$ cat src/rtl/mem_arb_pkg.sv
// mem_arb_pkg: shared types for the CPU/VGA data-RAM arbiter
package mem_arb_pkg;
  typedef enum logic [1:0] {IDLE, CPU_RD, VGA_RD} owner_t;
  localparam int STREAK_W = 4;
endpackage

$ cat src/rtl/vga_cpu_mem_arbiter.sv
// vga_cpu_mem_arbiter: VGA-priority single-port RAM arbiter with CPU starvation guard
module vga_cpu_mem_arbiter
  import mem_arb_pkg::*;
#(
  parameter int ADDR_W = 16,
  parameter int DATA_W = 32,
  parameter int VGA_MAX_STREAK = 4
) (
  input  logic              clk,
  input  logic              rst,
  input  logic              cpu_req,
  input  logic              cpu_we,
  input  logic [ADDR_W-1:0] cpu_addr,
  input  logic [DATA_W-1:0] cpu_wdata,
  output logic              cpu_stall,
  output logic [DATA_W-1:0] cpu_rdata,
  output logic              cpu_rvalid,
  input  logic              vga_req,
  input  logic [ADDR_W-1:0] vga_addr,
  output logic [DATA_W-1:0] vga_rdata,
  output logic              vga_rvalid,
  output logic [ADDR_W-1:0] mem_addr,
  output logic              mem_we,
  output logic [DATA_W-1:0] mem_wdata,
  input  logic [DATA_W-1:0] mem_rdata
);
  localparam logic [STREAK_W-1:0] max_streak = STREAK_W'(VGA_MAX_STREAK);
  logic [STREAK_W-1:0] streak;
  owner_t owner;
  logic gnt_cpu, gnt_vga;
  always_comb begin
    gnt_cpu = cpu_req & (~vga_req | (streak == max_streak));
    gnt_vga = vga_req & ~gnt_cpu;
    cpu_stall = cpu_req & ~gnt_cpu;
    mem_addr = gnt_cpu ? cpu_addr : gnt_vga ? vga_addr : '0;
    mem_we = gnt_cpu & cpu_we & ~rst;
    mem_wdata = gnt_cpu ? cpu_wdata : '0;
  end
  // Streak only counts VGA wins that actually made the CPU wait.
  always_ff @(posedge clk) begin
    if (rst) begin
      streak <= '0;
      owner <= IDLE;
    end else begin
      streak <= (gnt_cpu || !cpu_req) ? '0 : (gnt_vga && streak < max_streak) ? streak + 1'b1 : streak;
      owner <= (gnt_cpu && !cpu_we) ? CPU_RD : gnt_vga ? VGA_RD : IDLE;
    end
  end
  assign cpu_rvalid = (owner == CPU_RD);
  assign vga_rvalid = (owner == VGA_RD);
  assign cpu_rdata = mem_rdata;
  assign vga_rdata = mem_rdata;
endmodule

$ cat config.mk
export PLATFORM = sky130hd
export DESIGN_NAME = vga_cpu_mem_arbiter
export DESIGN_NICKNAME = d
export VERILOG_FILES = /design/src/rtl/mem_arb_pkg.sv /design/src/rtl/vga_cpu_mem_arbiter.sv
export SDC_FILE = /design/constraint.sdc
export NUM_CORES = 1
export LEC_CHECK = 0
export BUFFER_PORTS_ARGS = -buffer_cell sky130_fd_sc_hd__clkbuf_2
export CAP_MARGIN = 30
export CORE_AREA = 5 5 82 84
export DETAILED_ROUTE_END_ITERATION = 16
export DIE_AREA = 0 0 87 89
export SYNTH_ARGS = -nofsm -noshare
export SYNTH_HDL_FRONTEND = slang
export SYNTH_SLANG_ARGS = --single-unit
$ cat constraint.sdc
create_clock -name clk -period 1.4 [get_ports clk]
set_input_delay 0.07 -clock clk [delete_from_list [all_inputs] [get_ports clk]]
set_output_delay 0.07 -clock clk [all_outputs]
set_load 0.05 [all_outputs]
==> run_results.csv, run 1 <==
group,metric,value,unit
timing,period_needed,1740,ps
grt,antenna_found_initial,0,
floorplanning,coreArea,5850,um2
timing,hold_viol,0,
routing,vias_per_cell,4.11,
finish,regArea,123,um2
routing,vias,1209,
floorplanning,die_w,87,um
yosys,synth-seq-cells,6,
yosys,syn-instance-count,148,
grt,grt_use_met2,0.201,
pwr,p_leak,1.26,nW
clock_tree,cts_hold_buf,0,
finish,areaGrowthSynthToFinish,118,%
routing,dr.pass1.iters,4,
pwr,comb_power_share,0.680,
timing,rsz0062_at_grt,"yes",
worst_setup_path,cpPeakStageDelay,310,ps
grt,grt_pass1_vias,1325,
grt,grt_usage,0.108,
grt,gr-total-overflow,0,
floorplanning,initial_core_util,0.200,
pwr,p_clk_frac,0.188,
hold_path,hold_path_end,"owner[0]$_SDFF_PP0_",
hold_path,worstHoldPathCells,2,
timing,relSlewSlack,0.815,
placement,place_hpwl,3050,um
clock_tree,cts_made_buffers,3,
worst_setup_path,worstPathMaxFanout,5,
clock_tree,clkLatencyLatePin,220,ps
grt,grt_max_degree,17,
worst_setup_path,reg2reg_depth,7,
grt,use_met1,0.104,
timing,setup_ws,-341,ps
timing,drv_slew,0,
routing,finalWirelength,4540,um
yosys,syn_nets,251,
worst_setup_path,timing.reg2reg.setup_slack,100,ps
worst_setup_path,reg2reg_to,"owner[0]$_SDFF_PP0_",
clock_tree,cts_sinks,6,
worst_setup_path,worstPathArrival,1670,ps
yosys,ys.warnings.count,0,
timing,setup_viol,49,
placement,preCtsSetupSlack,-166,ps
pwr,power_density,530,nW/um2
status,outcome,"complete, but fails checks",
timing,fmax,574,MHz
routing,drt.antenna.violating_nets,0,
worst_setup_path,endpoint_kind,"output pin",
finish,final_nets,324,
yosys,ys_seq_area_frac,0.103,
finish,layout_common_cells,"clkbuf_2, clkbuf_16, and2_4, clkbuf_8, buf_12",
hold_path,hold_start,"cpu_we",
yosys,syn_area,1170,um2
worst_setup_path,slowest_stage,"dfxtp_2",
routing,drc,0,
clock_tree,cts_root_buf,"clkbuf_8",
finish,fill_cells,530,
pwr,pwr-share-seq,0.132,
timing,post-route-period-util,1.24,
timing,worst_slew_pin_slew,278,ps
clock_tree,cts_tree,"yes",
clock_tree,cts_buffer_depth,2,
worst_setup_path,crit_type,"reg2out",
timing,finalClockSkew,1.58,ps
placement,io_buffers,120,
grt,top_usage_layer,"met2",
hold_path,holdCritPathClass,"in2reg",
worst_setup_path,cp-start-kind,"flip-flop",
clock_tree,clk_pin_slew_worst_paths,40,ps
yosys,synth.avg_cell_area,7.89,um2
clock_tree,h-tree-depth,1,
pwr,power_switching,0.518,mW
pwr,internal_power,0.829,mW
job,max_cap_violations,0,
finish,multi_input_area,703,um2
placement,place_congestion,0.663,
floorplanning,num_rows,28,
timing,setup_tns,-14810,ps
finish,mostFrequentLayoutCell,"clkbuf_2",
finish,antenna_cells,0,
worst_setup_path,r2r-start,"streak[1]$_SDFFE_PP0P_",
worst_setup_path,crit_chain,"inv_2, ha_4, nand3b_4, a21oi_4, buf_4, buf_6, and3b_2, clkbuf_16",
worst_setup_path,cp.required,1330,ps
yosys,synthDistinctLibCells,21,
grt,grt_pass1_wl,6470,um
pwr,switching_share,0.385,
routing,first_iter_violations,18,
routing,wl_per_cell,15.4,um
floorplanning,die_area,7740,um2
grt,use_met3,0.0387,
status,violations,"negative setup slack",
floorplanning,io_pins,217,
finish,drive_gt1_frac,0.913,
pwr,ir_worst_vdd,0.389,mV
floorplanning,die_h,89,um
==> per-layer routing <==
metal | wire, um | part of all wire
met1 | 1510 | 0.33
met2 | 2190 | 0.48
met3 | 629 | 0.14
met5 | 0 | 0
met4 | 208 | 0.046
==> flip-flops by register name (all words and copies together) (netlist names) <==
signal	flops
owner	2
streak	4
==> kinds of logic after synthesis <==
group | Yosys count | synth area share
and+or+nand+nor | 45 | 0.260
muxes | 1 | 0.00857
xor gates and xnor gates | 1 | 0.00750
adders and majority gates | 2 | 0.0214
buffers and inverters | 74 | 0.460
AOI/OAI and AO/OA | 19 | 0.139
DFF | 6 | 0.103
==> synth_stat cells <==
library cell | number | area share
buf_4 | 66 | 0.42
and2_1 | 32 | 0.17
a22o_1 | 16 | 0.12
dfxtp_1 | 6 | 0.10
inv_1 | 4 | 0.013
nor2_1 | 4 | 0.013
buf_2 | 3 | 0.013
ha_1 | 2 | 0.021
nor2b_1 | 2 | 0.011
nor3b_2 | 2 | 0.021
a21oi_2 | 1 | 0.0075
a31oi_1 | 1 | 0.0054
and3_1 | 1 | 0.0054
and3b_1 | 1 | 0.0075
buf_6 | 1 | 0.0096
mux2i_1 | 1 | 0.0086
nand3b_4 | 1 | 0.017
nand4b_1 | 1 | 0.0075
nor3b_1 | 1 | 0.0064
o21a_1 | 1 | 0.0064
xnor2_1 | 1 | 0.0075
==> power by group through the flow <==
stage	combinational, mW	clock [mW]	sequential (mW)
2_1_floorplan	0.910	0	0.179
3_3_place_gp	0.668	0	0.179
3_5_place_dp	0.673	0	0.179
4_1_cts	0.906	0.264	0.177
5_1_grt	0.959	0.276	0.177
6_report	0.916	0.253	0.177
==> critical path, delay by kind of cell (launching register included) <==
kind                     cells  cell delay [ps]
buffers and inverters        4              450
flip-flops                   1              310
AND/OR/NAND/NOR              2              290
AO/OA/AOI/OAI                1              250
adder cells (fa/ha/maj)      1              140
==> cell type report <==
cell class                      count  area share
Timing Repair Buffer              138       0.616
Multi-Input combinational cell     68       0.277
Sequential cell                     6      0.0483
Tap cell                           75      0.0369
Clock buffer                        3      0.0162
Inverter                            4     0.00591
==> per-stage QoR <==
step | instance area [um2] | hold WS [ps] | instances | util | power (mW)
2_1_floorplan | 1300 | 139 | 148 | - | 1.09
3_3_place_gp | 1730 | 140 | 281 | 0.296 | 0.847
3_5_place_dp | 1730 | 140 | 281 | 0.296 | 0.852
4_1_cts | 2520 | 31.2 | 293 | 0.431 | 1.35
5_1_grt | 2540 | 40.9 | 294 | 0.434 | 1.41
6_report | 2540 | 34.4 | 294 | 0.434 | 1.35
==> timing repair <==
action / in CTS / in global routing
pin swaps: 22 / 6
gates resized for setup: 133 / 11
gates cloned: 4 / 1
setup endpoints to repair: 50 / 50
buffers inserted: 5 / 2
==> how the worst max path moves through the flow <==
stage | from | end | slack, ps | depth (start not counted)
global route | streak[1]$_SDFFE_PP0P_ | mem_wdata[1] | -420 | 8
finish | streak[1]$_SDFFE_PP0P_ | mem_we | -340 | 8
CTS | streak[0]$_SDFFE_PP0P_ | mem_wdata[1] | -320 | 8
detailed placement | streak[0]$_SDFFE_PP0P_ | mem_addr[12] | -170 | 7
global placement | streak[0]$_SDFFE_PP0P_ | mem_addr[13] | -140 | 7
floorplan | streak[0]$_SDFFE_PP0P_ | mem_addr[10] | -100 | 6
No activity file was read; power rests on OpenSTA's default activity.
==> run 2, diff against run 1 <==
--- a/config.mk
+++ b/config.mk
@@ -7,9 +7,12 @@
 export LEC_CHECK = 0
 export BUFFER_PORTS_ARGS = -buffer_cell sky130_fd_sc_hd__clkbuf_2
 export CAP_MARGIN = 30
-export CORE_AREA = 5 5 82 84
+export CORE_AREA = 5 5 81 83
+export CTS_BUF_LIST = sky130_fd_sc_hd__clkbuf_4
 export DETAILED_ROUTE_END_ITERATION = 16
-export DIE_AREA = 0 0 87 89
+export DIE_AREA = 0 0 86 88
+export PLACE_DENSITY = 0.66
+export RECOVER_POWER = 50
 export SYNTH_ARGS = -nofsm -noshare
 export SYNTH_HDL_FRONTEND = slang
 export SYNTH_SLANG_ARGS = --single-unit
==> run 2 against run 1 <==
Compared with the run above:
- the run still ends with negative setup slack left
- first-iteration DRC count decreased by 83%
- combinational power rose by 1%
- non-clock buffer count shrank 2
- sequential cell count is the same
- worst setup slack better by 3.4 ps
- sequential share of layout area up 0.055 points
- critical endpoint is now mem_addr[12]
- highest routed layer unchanged
- global-route usage increased by 0.37 points
==> run_results.csv, run 2 (same netlist as run 1, synthesis figures left out) <==
group,metric,value,unit
finish,top_regs,"streak (4), owner (2)",
timing,setup_tns,-14070,ps
finish,final_nets,322,
pwr,ir_worst_vdd,0.374,mV
timing,period_needed,1740,ps
routing,finalWirelength,4470,um
hold_path,holdCritPathClass,"in2reg",
routing,wl_per_cell,15.3,um
routing,drc,0,
grt,grt_pass1_vias,1375,
grt,top_usage_layer,"met2",
floorplanning,die_h,88,um
finish,mostFrequentLayoutCell,"clkbuf_2",
routing,dr.pass1.iters,2,
clock_tree,h-tree-depth,1,
clock_tree,clk_pin_slew_worst_paths,50,ps
worst_setup_path,crit_type,"reg2out",
grt,antenna_found_initial,0,
finish,fin_area,2510,um2
status,outcome,"complete, but fails checks",
placement,place_hpwl,3120,um
job,max_cap_violations,0,
clock_tree,cts_root_buf,"clkbuf_4",
routing,drt.antenna.violating_nets,0,
worst_setup_path,endpoint_kind,"output pin",
finish,antenna_cells,0,
clock_tree,cts_tree,"yes",
finish,top_register,"streak",
status,violations,"negative setup slack",
worst_setup_path,reg2reg_depth,8,
floorplanning,die_area,7570,um2
pwr,finalPower,1.26,mW
worst_setup_path,worstPathMaxFanout,8,
timing,relSlewSlack,0.814,
clock_tree,cts_sinks,6,
grt,grt_max_degree,17,
finish,largest_register_ffs,4,
grt,use_met1,0.105,
finish,layout_common_cells,"clkbuf_2, buf_12, and2_4, buf_8, and2_2",
grt,grt_use_met2,0.210,
floorplanning,coreArea,5780,um2
worst_setup_path,cp.required,1330,ps
clock_tree,cts_buffer_depth,2,
timing,setup_viol,49,
clock_tree,cts_made_buffers,3,
grt,gr-total-overflow,0,
timing,hold_viol,0,
floorplanning,initial_core_util,0.202,
finish,layout.cells.non_filler,292,
floorplanning,die_w,86,um
floorplanning,num_rows,28,
clock_tree,clkLatencyLatePin,250,ps
placement,io_buffers,120,
hold_path,worstHoldPathCells,2,
routing,vias_per_cell,4.18,
finish,drive_gt1_frac,0.917,
timing,timing.hold.ws,8.56,ps
finish,areaGrowthSynthToFinish,115,%
grt,grt_pass1_wl,6690,um
worst_setup_path,cp-start-kind,"flip-flop",
routing,vias,1220,
timing,setup_ws,-337,ps
timing,finalClockSkew,4.41,ps
grt,grt_usage,0.112,
placement,place_area,1790,um2
finish,finish.utilization,0.435,
placement,preCtsSetupSlack,-187,ps
floorplanning,io_pins,217,
grt,use_met3,0.0489,
timing,rsz0062_at_grt,"yes",
placement,place_congestion,0.680,
timing,fmax,576,MHz
pwr,power_density,503,nW/um2
timing,drv_slew,0,
placement,dpl.cell_count,279,
timing,worst_slew_pin_slew,280,ps
routing,first_iter_violations,3,
pwr,p_leak,1.24,nW
timing,post-route-period-util,1.24,
worst_setup_path,worstPathArrival,1670,ps
run 2: worst paths after layout:
| path | startpoint | end | slack (ps) |
|---|---|---|---|
| min | cpu_we | owner[0]$_SDFF_PP0_ | 9 |
| min reg2reg | streak[2]$_SDFFE_PP0P_ | streak[2]$_SDFFE_PP0P_ | 590 |
| max | streak[1]$_SDFFE_PP0P_ | mem_addr[12] | -340 |
| max reg2reg | streak[1]$_SDFFE_PP0P_ | owner[0]$_SDFF_PP0_ | 20 |
run 2: layout make-up:
cell class	count	area (um2)
clock buffers	3	22.5
fillers	544	3270
inverters	4	15.0
multi-input cells	68	718
flip-flops and latches	6	123
well taps	75	93.8
repair buffers	136	1540
run 2: report_power, final:
group / switching, mW / leakage [nW] / internal, mW
combinational: 0.452 / 1.17 / 0.475
clock: 0.0633 / 0.0138 / 0.0970
sequential: 0.00151 / 0.0497 / 0.175
total: 0.517 / 1.24 / 0.747
run 2: timing repair:
action | in CTS | in global routing
setup buffers | 5 | 0
gates cloned | 4 | 1
pin swaps | 13 | 0
hold buffers | 0 | 0
resized for setup | 113 | 21
endpoints found under the setup margin | 50 | 52
run 2: per-layer routing:
metal	part of all wire	routed length [um]	vias up
met1	0.31	1370	542
met2	0.51	2260	95
li1	-	-	563
met3	0.15	665	20
met5	0	0	-
met4	0.040	179	0
run 2: worst max-delay path, cell delays in order, from the launching register on:
cell and delay (ps):
dfxtp_2 310, inv_2 60, ha_4 140, nand3b_4 90, o21a_2 270, clkbuf_16 170, a22o_2 230, buf_12 150
==> run 3, diff against run 2 <==
--- a/config.mk
+++ b/config.mk
@@ -6,13 +6,14 @@
 export NUM_CORES = 1
 export LEC_CHECK = 0
 export BUFFER_PORTS_ARGS = -buffer_cell sky130_fd_sc_hd__clkbuf_2
-export CAP_MARGIN = 30
+export CAP_MARGIN = 15
 export CORE_AREA = 5 5 81 83
 export CTS_BUF_LIST = sky130_fd_sc_hd__clkbuf_4
 export DETAILED_ROUTE_END_ITERATION = 16
 export DIE_AREA = 0 0 86 88
 export PLACE_DENSITY = 0.66
 export RECOVER_POWER = 50
+export SETUP_SLACK_MARGIN = 0.02
 export SYNTH_ARGS = -nofsm -noshare
 export SYNTH_HDL_FRONTEND = slang
 export SYNTH_SLANG_ARGS = --single-unit
==> run 3 against run 2 <==
Compared with the run above:
- the run still ends with negative setup slack left
- maximum frequency increased by 0.80%
- die area is the same
- clock power is essentially flat
- count of clock-buffer cells in the layout did not move
- routed wire length grew 18%
- critical endpoint is now mem_wdata[3]
- largest cell class unchanged
==> run_results.csv, run 3 (same netlist as run 1, synthesis figures left out) <==
group,metric,value,unit
status,outcome,"complete, but fails checks",
status,violations,"negative setup slack",
finish,mostFrequentLayoutCell,"clkbuf_2",
worst_setup_path,cp-start-kind,"flip-flop",
placement,dpl.cell_count,281,
worst_setup_path,crit_type,"reg2out",
finish,largest_register_ffs,4,
grt,antenna_found_initial,2,
placement,place_congestion,0.629,
worst_setup_path,endpoint_kind,"output pin",
floorplanning,die_area,7570,um2
timing,drv_slew,0,
finish,top_register,"streak",
routing,drc,0,
grt,grt_pass1_vias,1272,
timing,period_needed,1720,ps
placement,place_hpwl,3740,um
pwr,power_density,510,nW/um2
floorplanning,num_rows,28,
placement,place_area,1850,um2
finish,fin_area,2530,um2
timing,post-route-period-util,1.23,
routing,dr.pass1.iters,4,
floorplanning,die_h,88,um
grt,grt_usage,0.112,
finish,layout_common_cells,"clkbuf_2, and2_4, buf_12, buf_8, a22o_4",
pwr,ir_worst_vdd,0.298,mV
timing,setup_tns,-14090,ps
finish,fill_cells,552,
worst_setup_path,worstPathArrival,1650,ps
timing,setup_ws,-324,ps
routing,finalWirelength,5280,um
worst_setup_path,worstPathMaxFanout,9,
timing,finalClockSkew,7.90,ps
floorplanning,coreArea,5780,um2
routing,first_iter_violations,8,
clock_tree,cts_hold_buf,0,
worst_setup_path,cp.required,1330,ps
timing,rsz0062_at_grt,"yes",
finish,antenna_cells,0,
floorplanning,io_pins,217,
finish,drive_gt1_frac,0.909,
finish,final_nets,325,
routing,wl_per_cell,17.9,um
clock_tree,cts_made_buffers,3,
clock_tree,cts_buffer_depth,2,
hold_path,holdCritPathClass,"in2reg",
timing,worst_slew_pin_slew,297,ps
floorplanning,die_w,86,um
clock_tree,cts_root_buf,"clkbuf_4",
grt,grt_max_degree,19,
placement,io_buffers,120,
routing,drt.antenna.violating_nets,0,
job,max_cap_violations,0,
finish,top_regs,"streak (4), owner (2)",
finish,layout.cells.non_filler,295,
clock_tree,cts_sinks,6,
timing,hold_viol,0,
clock_tree,h-tree-depth,1,
timing,fmax,580,MHz
timing,setup_viol,50,
clock_tree,clkLatencyLatePin,240,ps
floorplanning,initial_core_util,0.202,
grt,grt_pass1_wl,6550,um
pwr,p_leak,1.25,nW
routing,vias_per_cell,4.21,
grt,gr-total-overflow,0,
finish,areaGrowthSynthToFinish,117,%
timing,relSlewSlack,0.803,
clock_tree,clk_pin_slew_worst_paths,50,ps
routing,vias,1243,
clock_tree,cts_tree,"yes",
run 3: path summary, 6_finish.rpt:
check	startpoint	end	slack (ps)	depth (start not counted)
setup / recovery	streak[1]$_SDFFE_PP0P_	mem_wdata[3]	-320	8
hold / removal	cpu_we	owner[0]$_SDFF_PP0_	10	2
setup reg to reg	streak[1]$_SDFFE_PP0P_	owner[0]$_SDFF_PP0_	80	8
hold reg to reg	streak[3]$_SDFFE_PP0P_	streak[3]$_SDFFE_PP0P_	490	2
run 3: repair_timing:
action	in CTS	in global routing
endpoints found under the setup margin	50	51
cloned	2	5
buffers inserted	3	1
pin swaps	1	23
resized for setup	73	50
run 3: routing by layer:
metal	share of wire	up-vias	track usage
met1	0.29	539	0.103
met5	0.0064	-	0
li1	-	566	-
met2	0.53	108	0.206
met4	0.024	4	0.0489
met3	0.15	26	0.0583
run 3: worst max-delay path, stage by stage, from the launching register on:
cell,delay (ps)
dfxtp_2,320
inv_2,70
ha_4,140
nand3b_4,90
a21oi_4,180
buf_6,160
buf_12,140
and2_4,160
clkbuf_16,150
run 3: power by group:
part | leakage [nW] | switching [mW] | internal, mW | total, mW
clock network | 0.0138 | 0.0628 | 0.0970 | 0.160
registers | 0.0497 | 0.00157 | 0.175 | 0.176
logic | 1.19 | 0.470 | 0.483 | 0.953
run 3: final cells by class:
class | count | area (um2) | share of cell area
tap | 75 | 93.8 | 0.0371
timing repair buffer | 139 | 1540 | 0.608
sequential | 6 | 123 | 0.0485
clock buffer | 3 | 22.5 | 0.00890
inverter | 4 | 15.0 | 0.00593
multi-input combinational | 68 | 738 | 0.292
run 3: stage by stage:
stage	util	setup slack, ps	total power, mW	hold slack (ps)
floorplan	-	-27.5	1.08	139
global placement	0.319	-131	0.900	140
detailed placement	0.319	-163	0.907	140
CTS	0.391	-362	1.19	0.761
global route	0.438	-386	1.35	20.3
finish	0.438	-324	1.29	11.5
